File: config.mk
export PLATFORM = sky130hd
export DESIGN_NAME = bus_arbiter
export DESIGN_NICKNAME = d
export VERILOG_FILES = /design/src/rtl/bus_arbiter.sv
export SDC_FILE = /design/constraint.sdc
export NUM_CORES = 1
export LEC_CHECK = 0
export CAP_MARGIN = 25
export CELL_PAD_IN_SITES_DETAIL_PLACEMENT = 1
export CELL_PAD_IN_SITES_GLOBAL_PLACEMENT = 1
export CORE_MARGIN = 2
export CORE_UTILIZATION = 25
export CTS_CLUSTER_SIZE = 16
export DETAILED_ROUTE_END_ITERATION = 8
export PLACE_DENSITY = 0.83
export REMOVE_ABC_BUFFERS = 1
export SLEW_MARGIN = 10
export SYNTH_ARGS = -nofsm -noshare
export SYNTH_HDL_FRONTEND = slang
export SYNTH_SLANG_ARGS = --single-unit
File: constraint.sdc
create_clock -name clk -period 1.7 [get_ports clk]
set_input_delay 0.34 -clock clk [delete_from_list [all_inputs] [get_ports clk]]
set_output_delay 0.34 -clock clk [all_outputs]
set_load 0.005 [all_outputs]
File: src/rtl/bus_arbiter.sv
// Two-master data-memory bus arbiter: round-robin on ties, bounded hold with
// pre-emption only between accesses, one turnaround cycle between owners.
module bus_arbiter #(
   parameter int unsigned MAX_HOLD = 16
) (
   input  logic       clk,
   input  logic       rst,

   input  logic       m0_bus_req,
   output logic       m0_bus_grant,
   input  logic       m0_wr,
   input  logic       m0_rd,
   input  logic [7:0] m0_addr,
   input  logic [7:0] m0_dout,

   input  logic       m1_bus_req,
   output logic       m1_bus_grant,
   input  logic       m1_wr,
   input  logic       m1_rd,
   input  logic [7:0] m1_addr,
   input  logic [7:0] m1_dout,

   output logic       bus_wr,
   output logic       bus_rd,
   output logic [7:0] bus_addr,
   output logic [7:0] bus_dout,
   output logic       bus_err
);

   localparam int unsigned CNT_W = (MAX_HOLD == 0) ? 1 : $clog2(MAX_HOLD + 1);

   localparam logic [1:0] IDLE = 2'd0;
   localparam logic [1:0] GNT0 = 2'd1;
   localparam logic [1:0] GNT1 = 2'd2;
   localparam logic [1:0] TURN = 2'd3;

   // The counter saturates at MAX_HOLD, so "at least MAX_HOLD cycles held,
   // counting the current one" is exactly one of these two values.
   localparam logic [CNT_W-1:0] HOLD_SAT  = CNT_W'(MAX_HOLD);
   localparam logic [CNT_W-1:0] HOLD_LAST = CNT_W'((MAX_HOLD == 0) ? 0 : MAX_HOLD - 1);

   logic [1:0]       state;
   logic [1:0]       state_next;
   logic [CNT_W-1:0] hold_cnt;
   logic             hold_expired;
   logic             last_owner;
   logic             armed;
   logic             grant_entry;
   logic             proto_err;

   assign hold_expired = (MAX_HOLD != 0) &&
                         ((hold_cnt == HOLD_LAST) || (hold_cnt == HOLD_SAT));

   assign grant_entry = (state == IDLE) && (state_next != IDLE);

   // Arbitration only starts once one edge has passed after reset release.
   always_comb begin
      // NOTE: default first so every path assigns state_next and no latch is inferred.
      state_next = state;
      case (state)
         IDLE: begin
            if (armed) begin
               if (m0_bus_req && m1_bus_req) begin
                  state_next = last_owner ? GNT0 : GNT1;
               end else if (m0_bus_req) begin
                  state_next = GNT0;
               end else if (m1_bus_req) begin
                  state_next = GNT1;
               end
            end
         end
         GNT0: begin
            if (!m0_bus_req ||
                (hold_expired && m1_bus_req && !m0_wr && !m0_rd)) begin
               state_next = TURN;
            end
         end
         GNT1: begin
            if (!m1_bus_req ||
                (hold_expired && m0_bus_req && !m1_wr && !m1_rd)) begin
               state_next = TURN;
            end
         end
         default: state_next = IDLE;
      endcase
   end

   // NOTE: sequential state uses non-blocking assignments so all flops update together.
   always_ff @(posedge clk or negedge rst) begin
      if (!rst) begin
         state        <= IDLE;
         armed        <= 1'b0;
         m0_bus_grant <= 1'b0;
         m1_bus_grant <= 1'b0;
      end else begin
         state        <= state_next;
         armed        <= 1'b1;
         m0_bus_grant <= (state_next == GNT0);
         m1_bus_grant <= (state_next == GNT1);
      end
   end

   always_ff @(posedge clk or negedge rst) begin
      if (!rst) begin
         hold_cnt <= '0;
      end else if (grant_entry) begin
         hold_cnt <= '0;
      end else if (((state == GNT0) || (state == GNT1)) && (hold_cnt != HOLD_SAT)) begin
         hold_cnt <= hold_cnt + 1'b1;
      end
   end

   // Reset value 1 lets master 0 win the first tie.
   always_ff @(posedge clk or negedge rst) begin
      if (!rst) begin
         last_owner <= 1'b1;
      end else if (grant_entry) begin
         last_owner <= (state_next == GNT1);
      end
   end

   assign proto_err = (!m0_bus_grant && (m0_wr || m0_rd)) ||
                      (!m1_bus_grant && (m1_wr || m1_rd)) ||
                      (m0_bus_grant && m0_wr && m0_rd)    ||
                      (m1_bus_grant && m1_wr && m1_rd);

   always_ff @(posedge clk or negedge rst) begin
      if (!rst) begin
         bus_err <= 1'b0;
      end else begin
         bus_err <= proto_err;
      end
   end

   // Ungranted masters are masked off; with no grant every bus output is 0.
   assign bus_wr   = (m0_bus_grant & m0_wr) | (m1_bus_grant & m1_wr);
   assign bus_rd   = (m0_bus_grant & m0_rd) | (m1_bus_grant & m1_rd);
   assign bus_addr = ({8{m0_bus_grant}} & m0_addr) | ({8{m1_bus_grant}} & m1_addr);
   assign bus_dout = ({8{m0_bus_grant}} & m0_dout) | ({8{m1_bus_grant}} & m1_dout);

endmodule

==> metrics.txt <==
Final Wtd Congestion ~0.83; vias per cell between 4 and 5; IO buf count 60; non-filler cells, final 215; gr ovfl total 0; post-synthesis sequential area ratio between 30% and 40%; Combinational Power Share 66.0%; CTS tree yes; nets 214; Final Instance Area 0.00172 mm²; Tot GR Track Use 16.3%; Worst-path clk slew 50 ps; Critical Path End Type flop; pwr dens 1310 mW/mm²; WL/cell 16.5 µm; Psw 0.936 mW; via count 1,071; Starting Density 25.9%; Hold Vio Cnt, Final 0; Worst Path Max Fanout 4; critical-path cell list inv_2 -> ha_1 -> inv_1 -> o21ai_0 -> a211o_1 -> a221oi_2; Final Critical Period 1640 ps; area delta synth->final 82.3%; reg-to-reg startpoint state[0]; crit start category flop; final worst slack between 50 and 60 ps; Synth Area per Inst around 9.4 µm²; most instantiated cells after synthesis a22o_1, dfrtp_1, inv_1; Synth async-reset ratio 100%; clock buffer depth 2; Crit-path slowest cell dfrtp_2; max frequency between 600 and 700 MHz; Power, Total ~2.3 mW; Worst slew margin 64.2%; max-slew violations 0; TritonCTS sink count 12; synth warn 0; Worst Clk Skew 0.737 ps; Place WS -167 ps; clock root buffer clkbuf_8; final setup TNS 0 ps; leakage 0.772 nW; Int Pwr between 1 and 1.5 mW; clock power share 12.0%; vias in the first global route roughly 1.2k; Iter 0 DRT Violations 39; post-layout util 47.3%; status completed; CP peak stage delay 410 ps; WL final 3.55 mm; ANT nets after route 0; first-pass GRT wire length 5.42 mm; row count 22; share of post-route cells with drive strength above 1 between 15 and 20%; period utilization between 90% and 100%; die area between 0.004 and 0.005 mm²; Post-Syn Instances 100; largest cells by area after synthesis dfrtp_1, a22o_1, ha_1; antenna diode count 0; Syn Std Cell Area ~940 µm²; Switching Fraction 41.5%; initial antenna violation count 0; HPWL after DPL 2.82 mm; Fin Hold WS about 450 ps; Die H 65.4 µm; CTS buffer count 3; Max-Cap Viols 0; Post-CTS Setup Inserts 0; dominant cell type by area after synthesis dfrtp_1; hold buffers post-CTS 0; Final Setup Violations 0; Setup Crit Path Kind flop to flop; Data arrival, critical path 1790 ps; Worst Setup SP state[0]; First-pass DRT Iterations 4; die outline width 65.4 µm; worst hold path class primary input to async pin; part of the power in registers 22.0%; H-tree levels 1; Inst Count DP 211; core area 0.00363 mm²; Post-synth top flop dfrtp_1; CP required 1850 ps; largest net degree at the start of global routing 21; DR DRC count 0; flops & latches, synth 12; Ports 61; Synth top area share 29.2%; Worst Max-Slew Pin Slew 536 ps; worst skew pair latency 240 ps; top-count cell post-synth a22o_1; unique cell type count in the Yosys netlist 36; maximum vdd drop 922 µV; DP Area 0.00167 mm²; Post-synth EDFFs 0
-- worst paths after layout --
kind                               endpoint  slack, ps  depth (start not counted)
worst max-delay path             last_owner         60                          6
worst min-delay path            hold_cnt[2]        450                          1
worst max register to register   last_owner         60                          6
worst min register to register   last_owner        580                          2
max in group asynchronous          state[1]        860                          1
min in group clk                 last_owner        580                          2
-- timing repair --
action                                  in CTS  in global routing
pin swaps                                    0                  1
gates resized for setup                     19                  7
endpoints found under the setup margin      18                  9
-- worst max-delay path: cells and delay by family (launching register included) --
| family | cells | cell delay (ps) |
|---|---|---|
| AOI/OAI and AO/OA | 3 | 730 |
| adders and majority gates | 1 | 220 |
| buffers and inverters | 2 | 190 |
| DFF | 1 | 410 |
-- placed cells by master (no fill, tap or decap), drive strengths merged, types with 2 or more instances in the layout --
| master | synthesis | routed |
|---|---|---|
| a211oi | 2 | 2 |
| a21oi | 5 | 5 |
| a221oi | 2 | 2 |
| a22o | 18 | 18 |
| and2 | 2 | 2 |
| buf | 1 | 7 |
| clkbuf | 3 | 4 |
| clkdlybuf4s50 | 0 | 41 |
| dfrtp | 11 | 11 |
| dlygate4sd2 | 0 | 19 |
| ha | 6 | 6 |
| inv | 10 | 10 |
| nand2 | 6 | 6 |
| nand3 | 3 | 3 |
| nand4 | 2 | 2 |
| nor2 | 7 | 7 |
| nor2b | 2 | 2 |
| o21ai | 3 | 3 |
| xor2 | 3 | 3 |
-- layer usage --
metal / vias to the layer above / wire length (µm) / global-route usage [%]
met1: 505 / 1360 / 16.9
met5: - / 0 / 0
met3: 6 / 304 / 3.08
met4: 0 / 44 / 4.43
li1: 506 / - / -
met2: 54 / 1840 / 32.7
-- layout make-up --
type	count	area, µm²
well taps	48	60.1
inverters	10	37.5
multi-input cells	74	617
flip-flops and latches	12	304
repair buffers	67	654
clock buffers	4	45.0
fillers	422	1920
-- cells by family after synthesis --
kind of cell	share of synthesized area (%)
muxes	1.59
and+or+nand+nor	16.7
adders and majority gates	7.97
xor gates and xnor gates	3.72
AOI/OAI and AO/OA	32.0
buffers and inverters	5.58
DFF	32.0
other	0.398
-- power groups by stage --
stage	clock [mW]	combinational (mW)	sequential, mW
after CTS	0.274	1.42	0.488
after floorplan	0	0.761	0.515
final	0.271	1.49	0.496
after global placement	0	1.44	0.483
after detailed placement	0	1.52	0.491
after global routing	0.295	1.64	0.514
-- sequential cells by signal, indices dropped and copies added, names as in the netlist --
| signal | cells |
|---|---|
| armed | 1 |
| last_owner | 1 |
| state | 2 |
| m1_bus_grant | 1 |
| m0_bus_grant | 1 |
| hold_cnt | 5 |
| bus_err | 1 |
Note: power is estimated with default switching activity, not from simulation.
